<file path="config.mk">
export PLATFORM = sky130hd
export DESIGN_NAME = calc_ctrl_fsm_flat
export DESIGN_NICKNAME = d
export VERILOG_FILES = /design/src/rtl/calc_pkg.sv /design/src/rtl/calc_ctrl_fsm_if.sv /design/src/rtl/calc_result_mux.sv /design/src/rtl/calc_ctrl_fsm.sv /design/src/flat_wrapper.sv
export SDC_FILE = /design/constraint.sdc
export NUM_CORES = 1
export LEC_CHECK = 0
export CAP_MARGIN = 10
export CORE_MARGIN = 1.5
export CORE_UTILIZATION = 40
export CTS_CLUSTER_DIAMETER = 150
export CTS_CLUSTER_SIZE = 24
export DETAILED_ROUTE_END_ITERATION = 6
export HOLD_SLACK_MARGIN = 0.08
export PLACE_DENSITY = 0.74
export SLEW_MARGIN = 10
export SYNTH_ARGS = -nofsm -noshare
export SYNTH_HDL_FRONTEND = slang
export SYNTH_SLANG_ARGS = --single-unit
</file>
<file path="constraint.sdc">
create_clock -name clk -period 1.9 [get_ports clk]
set_input_delay 0.285 -clock clk [delete_from_list [all_inputs] [get_ports clk]]
set_output_delay 0.285 -clock clk [all_outputs]
set_load 0.03 [all_outputs]
</file>
<file path="src/rtl/calc_pkg.sv">
// Shared types and constants for the calculator sequencing controller.
package calc_pkg;

  localparam int DEFAULT_WIDTH = 8;

  typedef enum logic [2:0] {
    ST_IDLE    = 3'd0,
    ST_WAIT_B  = 3'd1,
    ST_WAIT_OP = 3'd2,
    ST_EXEC    = 3'd3,
    ST_DONE    = 3'd4,
    ST_ERR     = 3'd5
  } state_t;

  typedef enum logic [1:0] {
    OP_ADD = 2'b00,
    OP_SUB = 2'b01,
    OP_MUL = 2'b10,
    OP_DIV = 2'b11
  } op_t;

  // One-hot ALU enables ordered {add, sub, mul, div}.
  function automatic logic [3:0] op_onehot(input op_t op);
    logic [3:0] en;
    en = '0;
    case (op)
      OP_ADD: en = 4'b1000;
      OP_SUB: en = 4'b0100;
      OP_MUL: en = 4'b0010;
      OP_DIV: en = 4'b0001;
    endcase
    return en;
  endfunction

endpackage

</file>
<file path="src/rtl/calc_ctrl_fsm_if.sv">
// User-input, ALU and display-side signals of the calculator controller.
interface calc_ctrl_fsm_if #(
  parameter int WIDTH = calc_pkg::DEFAULT_WIDTH
);
  logic [WIDTH-1:0]   data_in;
  logic               load;
  logic [1:0]         op_sel;
  logic               start;
  logic               clear;
  logic [WIDTH-1:0]   A;
  logic [WIDTH-1:0]   B;
  logic               enable_add;
  logic               enable_sub;
  logic               enable_mul;
  logic               enable_div;
  logic [WIDTH:0]     result_add;
  logic [WIDTH-1:0]   result_sub;
  logic [2*WIDTH-1:0] result_mul;
  logic [WIDTH-1:0]   result_div;
  logic               error;
  logic [2*WIDTH-1:0] result;
  logic               result_valid;
  logic               err_flag;
  logic               busy;
  logic [2:0]         state;

  modport master (
    input  data_in, load, op_sel, start, clear,
    input  result_add, result_sub, result_mul, result_div, error,
    output A, B, enable_add, enable_sub, enable_mul, enable_div,
    output result, result_valid, err_flag, busy, state
  );

  modport slave (
    output data_in, load, op_sel, start, clear,
    output result_add, result_sub, result_mul, result_div, error,
    input  A, B, enable_add, enable_sub, enable_mul, enable_div,
    input  result, result_valid, err_flag, busy, state
  );
endinterface

</file>
<file path="src/rtl/calc_result_mux.sv">
// Selects the ALU result for the latched operator, zero-extended to 2*WIDTH.
module calc_result_mux
  import calc_pkg::*;
#(
  parameter int WIDTH = DEFAULT_WIDTH
) (
  input  op_t                i_op,
  input  logic [WIDTH:0]     i_add,
  input  logic [WIDTH-1:0]   i_sub,
  input  logic [2*WIDTH-1:0] i_mul,
  input  logic [WIDTH-1:0]   i_div,
  output logic [2*WIDTH-1:0] o_result
);

  always_comb begin
    o_result = '0;
    case (i_op)
      OP_ADD: o_result = (2*WIDTH)'(i_add);
      OP_SUB: o_result = (2*WIDTH)'(i_sub);
      OP_MUL: o_result = i_mul;
      OP_DIV: o_result = (2*WIDTH)'(i_div);
    endcase
  end

endmodule

</file>
<file path="src/rtl/calc_ctrl_fsm.sv">
// Operand/operator sequencer driving a combinational ALU and holding its
// captured result for the display stage.
module calc_ctrl_fsm
  import calc_pkg::*;
#(
  parameter int WIDTH       = DEFAULT_WIDTH,
  parameter int ALU_LATENCY = 1
) (
  input  logic          clk,
  input  logic          rst_n,
  calc_ctrl_fsm_if.master bus
);

  localparam logic [3:0] LAT_M1 = 4'(ALU_LATENCY - 1);

  state_t             r_state;
  op_t                r_op;
  logic [3:0]         r_cnt;
  logic [3:0]         r_en;
  logic [WIDTH-1:0]   r_a;
  logic [WIDTH-1:0]   r_b;
  logic [2*WIDTH-1:0] r_result;
  logic               r_valid;
  logic               r_err;
  logic               r_busy;

  logic [2*WIDTH-1:0] w_result;
  logic               w_div_err;
  op_t                w_op_sel;

  assign w_op_sel  = op_t'(bus.op_sel);
  assign w_div_err = (r_op == OP_DIV) && bus.error;

  calc_result_mux #(.WIDTH(WIDTH)) u_mux (
    .i_op     (r_op),
    .i_add    (bus.result_add),
    .i_sub    (bus.result_sub),
    .i_mul    (bus.result_mul),
    .i_div    (bus.result_div),
    .o_result (w_result)
  );

  always_ff @(posedge clk or negedge rst_n) begin
    if (!rst_n) begin
      r_state  <= ST_IDLE;
      r_op     <= OP_ADD;
      r_cnt    <= '0;
      r_en     <= '0;
      r_a      <= '0;
      r_b      <= '0;
      r_result <= '0;
      r_valid  <= 1'b0;
      r_err    <= 1'b0;
      r_busy   <= 1'b0;
    end else if (bus.clear) begin
      r_state  <= ST_IDLE;
      r_op     <= OP_ADD;
      r_cnt    <= '0;
      r_en     <= '0;
      r_a      <= '0;
      r_b      <= '0;
      r_result <= '0;
      r_valid  <= 1'b0;
      r_err    <= 1'b0;
      r_busy   <= 1'b0;
    end else begin
      case (r_state)
        ST_IDLE: begin
          if (bus.load) begin
            r_a     <= bus.data_in;
            r_state <= ST_WAIT_B;
          end
        end
        ST_WAIT_B: begin
          if (bus.load) begin
            r_b     <= bus.data_in;
            r_state <= ST_WAIT_OP;
          end
        end
        ST_WAIT_OP: begin
          if (bus.start) begin
            r_op    <= w_op_sel;
            r_cnt   <= LAT_M1;
            r_en    <= op_onehot(w_op_sel);
            r_busy  <= 1'b1;
            r_state <= ST_EXEC;
          end
        end
        ST_EXEC: begin
          if (r_cnt == '0) begin
            r_en   <= '0;
            r_busy <= 1'b0;
            if (w_div_err) begin
              r_result <= '0;
              r_err    <= 1'b1;
              r_state  <= ST_ERR;
            end else begin
              r_result <= w_result;
              r_valid  <= 1'b1;
              r_state  <= ST_DONE;
            end
          end else begin
            r_cnt <= r_cnt - 4'd1;
          end
        end
        ST_DONE: begin
          // A new load takes priority over chaining when both arrive together.
          if (bus.load) begin
            r_a     <= bus.data_in;
            r_valid <= 1'b0;
            r_state <= ST_WAIT_B;
          end else if (bus.start) begin
            r_a     <= r_result[WIDTH-1:0];
            r_op    <= w_op_sel;
            r_cnt   <= LAT_M1;
            r_en    <= op_onehot(w_op_sel);
            r_busy  <= 1'b1;
            r_valid <= 1'b0;
            r_state <= ST_EXEC;
          end
        end
        ST_ERR: begin
          r_result <= '0;
        end
        default: begin
          r_state <= ST_IDLE;
          r_en    <= '0;
          r_busy  <= 1'b0;
        end
      endcase
    end
  end

  assign bus.A            = r_a;
  assign bus.B            = r_b;
  assign bus.enable_add   = r_en[3];
  assign bus.enable_sub   = r_en[2];
  assign bus.enable_mul   = r_en[1];
  assign bus.enable_div   = r_en[0];
  assign bus.result       = r_result;
  assign bus.result_valid = r_valid;
  assign bus.err_flag     = r_err;
  assign bus.busy         = r_busy;
  assign bus.state        = r_state;

endmodule

</file>
<file path="src/flat_wrapper.sv">
// flat-port wrapper written by rule: the top's interface ports become plain ports
module calc_ctrl_fsm_flat import calc_pkg::*;
#(
  parameter int WIDTH       = DEFAULT_WIDTH,
  parameter int ALU_LATENCY = 1
)
  (clk, rst_n, bus_data_in, bus_load, bus_op_sel, bus_start, bus_clear, bus_result_add, bus_result_sub, bus_result_mul, bus_result_div, bus_error, bus_A, bus_B, bus_enable_add, bus_enable_sub, bus_enable_mul, bus_enable_div, bus_result, bus_result_valid, bus_err_flag, bus_busy, bus_state);
  calc_ctrl_fsm_if #(.WIDTH(WIDTH)) bus_i ();
  input  logic clk;
  input  logic rst_n;
  input wire logic [$bits(bus_i.data_in)-1:0] bus_data_in;
  input wire logic [$bits(bus_i.load)-1:0] bus_load;
  input wire logic [$bits(bus_i.op_sel)-1:0] bus_op_sel;
  input wire logic [$bits(bus_i.start)-1:0] bus_start;
  input wire logic [$bits(bus_i.clear)-1:0] bus_clear;
  input wire logic [$bits(bus_i.result_add)-1:0] bus_result_add;
  input wire logic [$bits(bus_i.result_sub)-1:0] bus_result_sub;
  input wire logic [$bits(bus_i.result_mul)-1:0] bus_result_mul;
  input wire logic [$bits(bus_i.result_div)-1:0] bus_result_div;
  input wire logic [$bits(bus_i.error)-1:0] bus_error;
  output wire logic [$bits(bus_i.A)-1:0] bus_A;
  output wire logic [$bits(bus_i.B)-1:0] bus_B;
  output wire logic [$bits(bus_i.enable_add)-1:0] bus_enable_add;
  output wire logic [$bits(bus_i.enable_sub)-1:0] bus_enable_sub;
  output wire logic [$bits(bus_i.enable_mul)-1:0] bus_enable_mul;
  output wire logic [$bits(bus_i.enable_div)-1:0] bus_enable_div;
  output wire logic [$bits(bus_i.result)-1:0] bus_result;
  output wire logic [$bits(bus_i.result_valid)-1:0] bus_result_valid;
  output wire logic [$bits(bus_i.err_flag)-1:0] bus_err_flag;
  output wire logic [$bits(bus_i.busy)-1:0] bus_busy;
  output wire logic [$bits(bus_i.state)-1:0] bus_state;
  assign bus_i.data_in = bus_data_in;
  assign bus_i.load = bus_load;
  assign bus_i.op_sel = bus_op_sel;
  assign bus_i.start = bus_start;
  assign bus_i.clear = bus_clear;
  assign bus_i.result_add = bus_result_add;
  assign bus_i.result_sub = bus_result_sub;
  assign bus_i.result_mul = bus_result_mul;
  assign bus_i.result_div = bus_result_div;
  assign bus_i.error = bus_error;
  assign bus_A = bus_i.A;
  assign bus_B = bus_i.B;
  assign bus_enable_add = bus_i.enable_add;
  assign bus_enable_sub = bus_i.enable_sub;
  assign bus_enable_mul = bus_i.enable_mul;
  assign bus_enable_div = bus_i.enable_div;
  assign bus_result = bus_i.result;
  assign bus_result_valid = bus_i.result_valid;
  assign bus_err_flag = bus_i.err_flag;
  assign bus_busy = bus_i.busy;
  assign bus_state = bus_i.state;
  calc_ctrl_fsm #(.WIDTH(WIDTH), .ALU_LATENCY(ALU_LATENCY)) u_core (.clk(clk), .rst_n(rst_n), .bus(bus_i));
endmodule
</file>
==> impl_results.md, run 1 <==
- Ant diodes: 0
- #FFs+latches synth: between 40 and 50
- Port Buffers: 98
- Internal Power: 0.00191 W
- Peak VDD IR: 0.370 mV
- Clock-pin slew on the worst setup and hold paths: about 0.10 ns
- Clock Power Share: 0.345
- Mapped Area: 2590 µm²
- Number of flops mapped to enable cells by yosys: 0
- Die area: 6980 µm²
- GRT overflow: 0
- Critical R2R Launch: u_core.r_cnt[0]
- Psw: a little under 0.0007 W
- Max_cap viols: 0
- CP Class: flip-flop to flip-flop
- Share of post-route cells with drive strength above 1: 0.178
- Number of buffers created by CTS: 5
- Worst path slowest cell: dfrtp_1
- Post-synth top area cell: dfrtp_1
- Startpoint types: flip-flop
- Cell Rows: 29
- Total GRT Usage: 0.208
- CTS tree: yes
- Total number of vias: ~2,300
- # setup viols final: 0
- Worst hold path class: input pin to async pin
- Fin. max-slew vios: 0
- Layout Nets: around 410
- Drt wl/cell: around 17 µm
- Critical path arrival: between 2 and 2.5 ns
- CTS sink cnt: 48
- Sequential area share after synthesis: 0.463
- Synth top cells by count: 48 x dfrtp_1, 25 x nor2_1, 19 x mux2i_1, 13 x o21ai_0
- Clock skew: ~0.0076 ns
- Leakage power: about 1.7 nW
- Worst slew pin tran: 0.544 ns
- Switching Share: 0.266
- Initial Util: 0.411
- Dpl ws: -0.000368 ns
- Dominant cells by area after synthesis: dfrtp_1 46%, mux2i_1 7.3%, mux4_2 6.9%
- Setup TNS: 0 ns
- Initial DRC count: between 150 and 200
- Routed wire length: slightly above 7000 µm
- Status: complete, no violations
- Largest net degree at the start of global routing: 20
- Max-Slew Margin vs Limit: 0.637
- Number of remaining DRC errors: 0
- Final instance count without filler cells: approximately 430
- Final critical-path required period: around 1.8 ns
- Placed insts: 415
- Synth Instances: about 230
- DRT met1 WL: roughly 3200 µm
- Critical-path cell list: inv_1 -> ha_1 -> nor3b_4 -> o32a_1 -> a21boi_4 -> mux2_4
- Worst-Skew Late Latency: 0.31 ns
- Most common cell in the netlist: dfrtp_1
- Comb power frac: 0.231
- Synth Net Count: 288
- RD Place Congestion: 0.870
- Chip width: between 80 and 90 µm
- Top-area cell type share of the netlist area: 0.463
- Synth Flop Type: dfrtp_1
- Drt first pass iters: 4
- Met2 routed WL: approximately 3400 µm
- Htree depth: 2
- HPWL Detailed: between 5000 and 6000 µm
- Highest clock rate: approximately 0.55 GHz
- Core area: 6310 µm²
- First-pass GRT wire length: ~12,000 µm
- Vias/cell: around 5.3
- Max layer used: met4
- Asr flop ratio synth: 1.00
- Routed Antenna Nets: 0
- Max incr delay on CP: between 0.4 and 0.5 ns
- CP Max Fanout: 4
- WP data required: around 2.1 ns
- Total power: 0.00261 W
- CP endpoint kind: flip-flop
- Post-Syn Area per Cell: between 10 and 15 µm²
- Layout area overhead: 52.9%
- Die Y-Extent: approximately 84 µm
- Final WS setup: between 0.07 and 0.08 ns
- CTS max path bufs: 2
- Flop pwr share: 0.424
- Vias in the first global route: 2,249
- Final period utilization: 0.959
- Synth warn: 0
- # IOs: 99
- Root buffer cell: clkbuf_8
- CP startpoint: u_core.r_cnt[0]
- Met3 routed WL: 319 µm
- PwrDens: 657 nW/µm²
- Antenna violations before repair: 0
- Final Hold Vio Count: 0
- Library cells used by synthesis: 47
==> layout by cell type (no fill, tap or decap), types with 2 or more instances in the layout <==
cell	count
buf_4	26
inv_1	5
o21ai_1	7
mux4_2	8
nand4_1	8
buf_12	2
dfrtp_1	48
a211oi_1	8
clkdlybuf4s50_1	94
a22o_1	3
nand2b_1	4
bufinv_16	2
clkbuf_8	5
nor2_1	25
ha_1	2
dlygate4sd2_1	2
nand3_1	5
a21oi_1	8
o21ai_0	13
mux2_4	3
nor3b_1	3
nor3_1	3
a32o_1	8
nand4bb_1	2
mux2i_1	19
nand2_1	7
==> what timing repair did <==
item / 4_1_cts / 5_1_grt
setup buffers: 0 / 1
endpoints found under the hold margin: 17 / 0
hold buffers: 1 / 0
setup endpoints to repair: 2 / 5
resized for setup: 2 / 2
pin swaps: 0 / 1
==> worst paths after layout <==
check,to,slack [ns],depth (start not counted)
setup reg to reg,u_core.r_en[2],0.08,6
hold / removal,u_core.bus.B[3],0.43,2
max in group asynchronous,u_core.bus.result[15],0.87,3
setup / recovery,u_core.r_en[2],0.08,6
min in group clk,u_core.bus.result[8],0.51,1
hold reg to reg,u_core.bus.result[8],0.51,1
==> sequential cells by signal (all words and copies together), names as in the netlist <==
| signal | count |
|---|---|
| u_core.bus.err_flag | 1 |
| u_core.bus.result | 16 |
| u_core.r_en | 4 |
| u_core.r_op | 2 |
| u_core.bus.state | 3 |
| u_core.bus.A | 8 |
| u_core.bus.busy | 1 |
| u_core.bus.B | 8 |
| u_core.bus.result_valid | 1 |
| u_core.r_cnt | 4 |
==> layer usage <==
layer,GRT usage,up-vias
li1,-,1100
met1,0.300,1100
met2,0.330,66
met3,0.0326,5
met4,0.0551,0
met5,0,-
==> power groups by stage <==
stage / Combinational, W / Sequential, W / Clock, W
detailed placement: 0.000601 / 0.00113 / 0
global route: 0.000642 / 0.00111 / 0.000957
CTS: 0.000602 / 0.00111 / 0.000920
finish: 0.000601 / 0.00111 / 0.000900
global placement: 0.000594 / 0.00112 / 0
floorplan: 0.000231 / 0.00118 / 0
==> per-stage QoR <==
stage               area, µm²  hold WS (ns)  utilization
finish                   3970         0.430        0.628
detailed placement       3800         0.245        0.603
CTS                      3950         0.439        0.626
global route             3970         0.454        0.628
global placement         3800         0.236        0.603
floorplan                2590       -0.0106            -
==> final cells by class <==
type	count	area, µm²
clock buffer	5	68.8
clock inverter	3	68.8
fill	510	2350
inverter	6	22.5
multi-input combinational	159	1290
sequential	48	1200
tap	77	96.3
timing repair buffer	127	1220
==> worst max-delay path: cells and delay by family, from the launching register on <==
kind / cells / cell delay (ns)
AO/OA/AOI/OAI: 2 / 0.48
adder cells (fa/ha/maj): 1 / 0.17
buffers and inverters: 1 / 0.10
flip-flops: 1 / 0.42
multiplexers: 1 / 0.32
AND/OR/NAND/NOR: 1 / 0.23
==> logic make-up (layout without fill, tap and decap cells) <==
logic type / count (synthesis) / in the layout / share of synthesized area
AND/OR/NAND/NOR: 69 / 69 / 0.158
AO/OA/AOI/OAI: 58 / 58 / 0.164
adder cells (fa/ha/maj): 2 / 2 / 0.00965
buffers and inverters: 22 / 141 / 0.0449
multiplexers: 30 / 30 / 0.160
flip-flops: 48 / 48 / 0.463
Power figures use the tool's default switching activity.
==> inputs of run 2 (changes only) <==
--- a/config.mk
+++ b/config.mk
@@ -12,7 +12,7 @@
 export CTS_CLUSTER_SIZE = 24
 export DETAILED_ROUTE_END_ITERATION = 6
 export HOLD_SLACK_MARGIN = 0.08
-export PLACE_DENSITY = 0.74
+export PLACE_DENSITY_LB_ADDON = 0.25
 export SLEW_MARGIN = 10
 export SYNTH_ARGS = -nofsm -noshare
 export SYNTH_HDL_FRONTEND = slang
==> impl_results.md, run 2 (synthesis gave the netlist of run 1 again) <==
- Status: complete, no violations
- # setup viols final: 0 (unchanged)
- GRT overflow: 0 (unchanged)
- Drt first pass iters: 4 (unchanged)
- Fin. max-slew vios: 0 (unchanged)
- Layout Nets: 405 (-0.25%)
- Port Buffers: 98 (unchanged)
- Startpoint types: flip-flop
- Vias in the first global route: 2,307 (+2.6%)
- Ant diodes: 0 (unchanged)
- Critical path arrival: 2.01 ns (-0.02 ns)
- CP endpoint kind: flip-flop
- Antenna violations before repair: 0 (unchanged)
- WP data required: 2.09 ns (about the same)
- Cell Rows: 29 (unchanged)
- Final Hold Vio Count: 0 (unchanged)
- Peak VDD IR: 0.292 mV (-21%)
- Most frequent cells in the layout: 95 x clkdlybuf4s50_1, 48 x dfrtp_1, 29 x buf_4
- Max-Slew Margin vs Limit: 0.573 (-0.0641)
- Reg2Reg Depth: 6 (unchanged)
- Worst hold path class: input pin to async pin
- Leakage power: 1.61 nW (-2.4%)
- Largest net degree at the start of global routing: 49 (+150%)
- Final period utilization: 0.956 (-0.00299)
- CP startpoint: u_core.r_cnt[0]
- Setup TNS: 0 ns (unchanged)
- RR Endpoint: u_core.r_en[3]
- Leading cell type in the layout, fill and taps excluded: clkdlybuf4s50_1
- Highest clock rate: 0.550 GHz (+0.31%)
- Die Y-Extent: 83.5 µm (unchanged)
- Share of post-route cells with drive strength above 1: 0.182 (+0.00340)
- Initial Util: 0.411 (unchanged)
- Core area: 6310 µm² (unchanged)
- CP Max Fanout: 4 (unchanged)
- Routed Antenna Nets: 0 (unchanged)
- Htree depth: 2 (unchanged)
- PwrDens: 603 nW/µm² (-8.2%)
- Clock-pin slew on the worst setup and hold paths: 0.09 ns (about the same)
- CP Class: flip-flop to flip-flop
- Root buffer cell: clkbuf_8
- RD Place Congestion: 0.857 (-1.5%)
- Routed wire length: 7150 µm (+1.5%)
- Total number of vias: 2,303 (+1.4%)
- Worst-Skew Late Latency: 0.31 ns (about the same)
- Layout area overhead: 50.3%
- Vias/cell: 5.43 (+1.6%)
- Critical R2R Launch: u_core.r_cnt[0]
- Initial DRC count: 117 (-37%)
- Max reg flops: 16 (unchanged)
- CTS sink cnt: 48 (unchanged)
- Die area: 6980 µm² (unchanged)
- Worst slew pin tran: 0.640 ns (+0.0961 ns)
- Placed cell areas: 3770 µm² (-0.92%)
- Final critical-path required period: 1.82 ns (-0.00567 ns)
- Total power: 0.00235 W (-9.8%)
- Max_cap viols: 0 (unchanged)
- Number of buffers created by CTS: 5 (unchanged)
- CTS max path bufs: 2 (unchanged)
- HPWL Detailed: 5360 µm (+0.36%)
- Fill count: 545 (+6.9%)
- Cell area after layout: 3900 µm² (-1.7%)
- CTS tree: yes
- Number of remaining DRC errors: 0 (unchanged)
- Total GRT Usage: 0.213 (+0.00488)
- Clock skew: 0.00853 ns (+0.000957 ns)
- Hold_buf cts: 0 (-1)
- R2r setup slk: 0.08 ns (about the same)
- Crit path to: u_core.r_en[3]
- Chip width: 83.5 µm (unchanged)
- # IOs: 99 (unchanged)
- First-pass GRT wire length: 11,800 µm (+1.4%)
- Drt wl/cell: 16.9 µm (+1.7%)
==> run 2: cell count changes in the layout (fill, tap and decap cells not counted), moves of 2 or more <==
cell	delta
buf_4	+3
bufinv_16	-2
dlygate4sd2_1	-2
buf_12	-2
==> run 2: worst min path at each step <==
stage | start | end | slack [ns] | cells after the start
after floorplan | rst_n | u_core.bus.A[0] | -0.01 | 0
after global placement | rst_n | u_core.bus.A[6] | 0.42 | 2
after detailed placement | rst_n | u_core.bus.A[6] | 0.42 | 2
after CTS | rst_n | u_core.bus.state[0] | 0.09 | 2
after global routing | rst_n | u_core.bus.A[6] | 0.13 | 2
final | rst_n | u_core.bus.B[6] | 0.06 | 2
==> run 2: power by group <==
part	switching, W	internal, W
sequential	0.0000410	0.00106
clock	0.000355	0.000296
combinational	0.000288	0.000309
total	0.000684	0.00167
==> run 2: routing by layer <==
layer,up-vias,global-route usage,share of wire
met5,-,0,0
met2,80,0.347,0.48
met1,1120,0.288,0.44
met4,0,0.0641,0.017
li1,1093,-,-
met3,10,0.0445,0.064
==> run 2: stage by stage <==
stage / hold WS (ns) / util / cells / worst slack, ns
2_1_floorplan: -0.0106 / - / 229 / 0.151
3_3_place_gp: 0.424 / 0.597 / 414 / -0.0392
3_5_place_dp: 0.425 / 0.597 / 414 / -0.0651
4_1_cts: 0.0889 / 0.612 / 422 / 0.0319
5_1_grt: 0.128 / 0.617 / 424 / -0.0118
6_report: 0.0641 / 0.617 / 424 / 0.0832
==> run 2: repair_timing <==
item | CTS | global route
buffers inserted | 0 | 2
endpoints found under the setup margin | 0 | 10
endpoints found under the hold margin | 0 | 0
resized for setup | 0 | 4
==> run 2: critical path, stage by stage, from the launching register on <==
cell and delay (ns):
dfrtp_1 0.40, inv_1 0.09, ha_2 0.17, nor3b_4 0.22, o32a_1 0.23, a21boi_4 0.27, mux2_4 0.32
==> run 2: final cells by class <==
type | count | area [µm²] | area share
multi-input combinational | 159 | 1300 | 0.333
sequential | 48 | 1200 | 0.308
inverter | 6 | 22.5 | 0.00578
clock buffer | 7 | 86.3 | 0.0222
tap | 77 | 96.3 | 0.0247
clock inverter | 1 | 7.51 | 0.00193
timing repair buffer | 126 | 1190 | 0.304
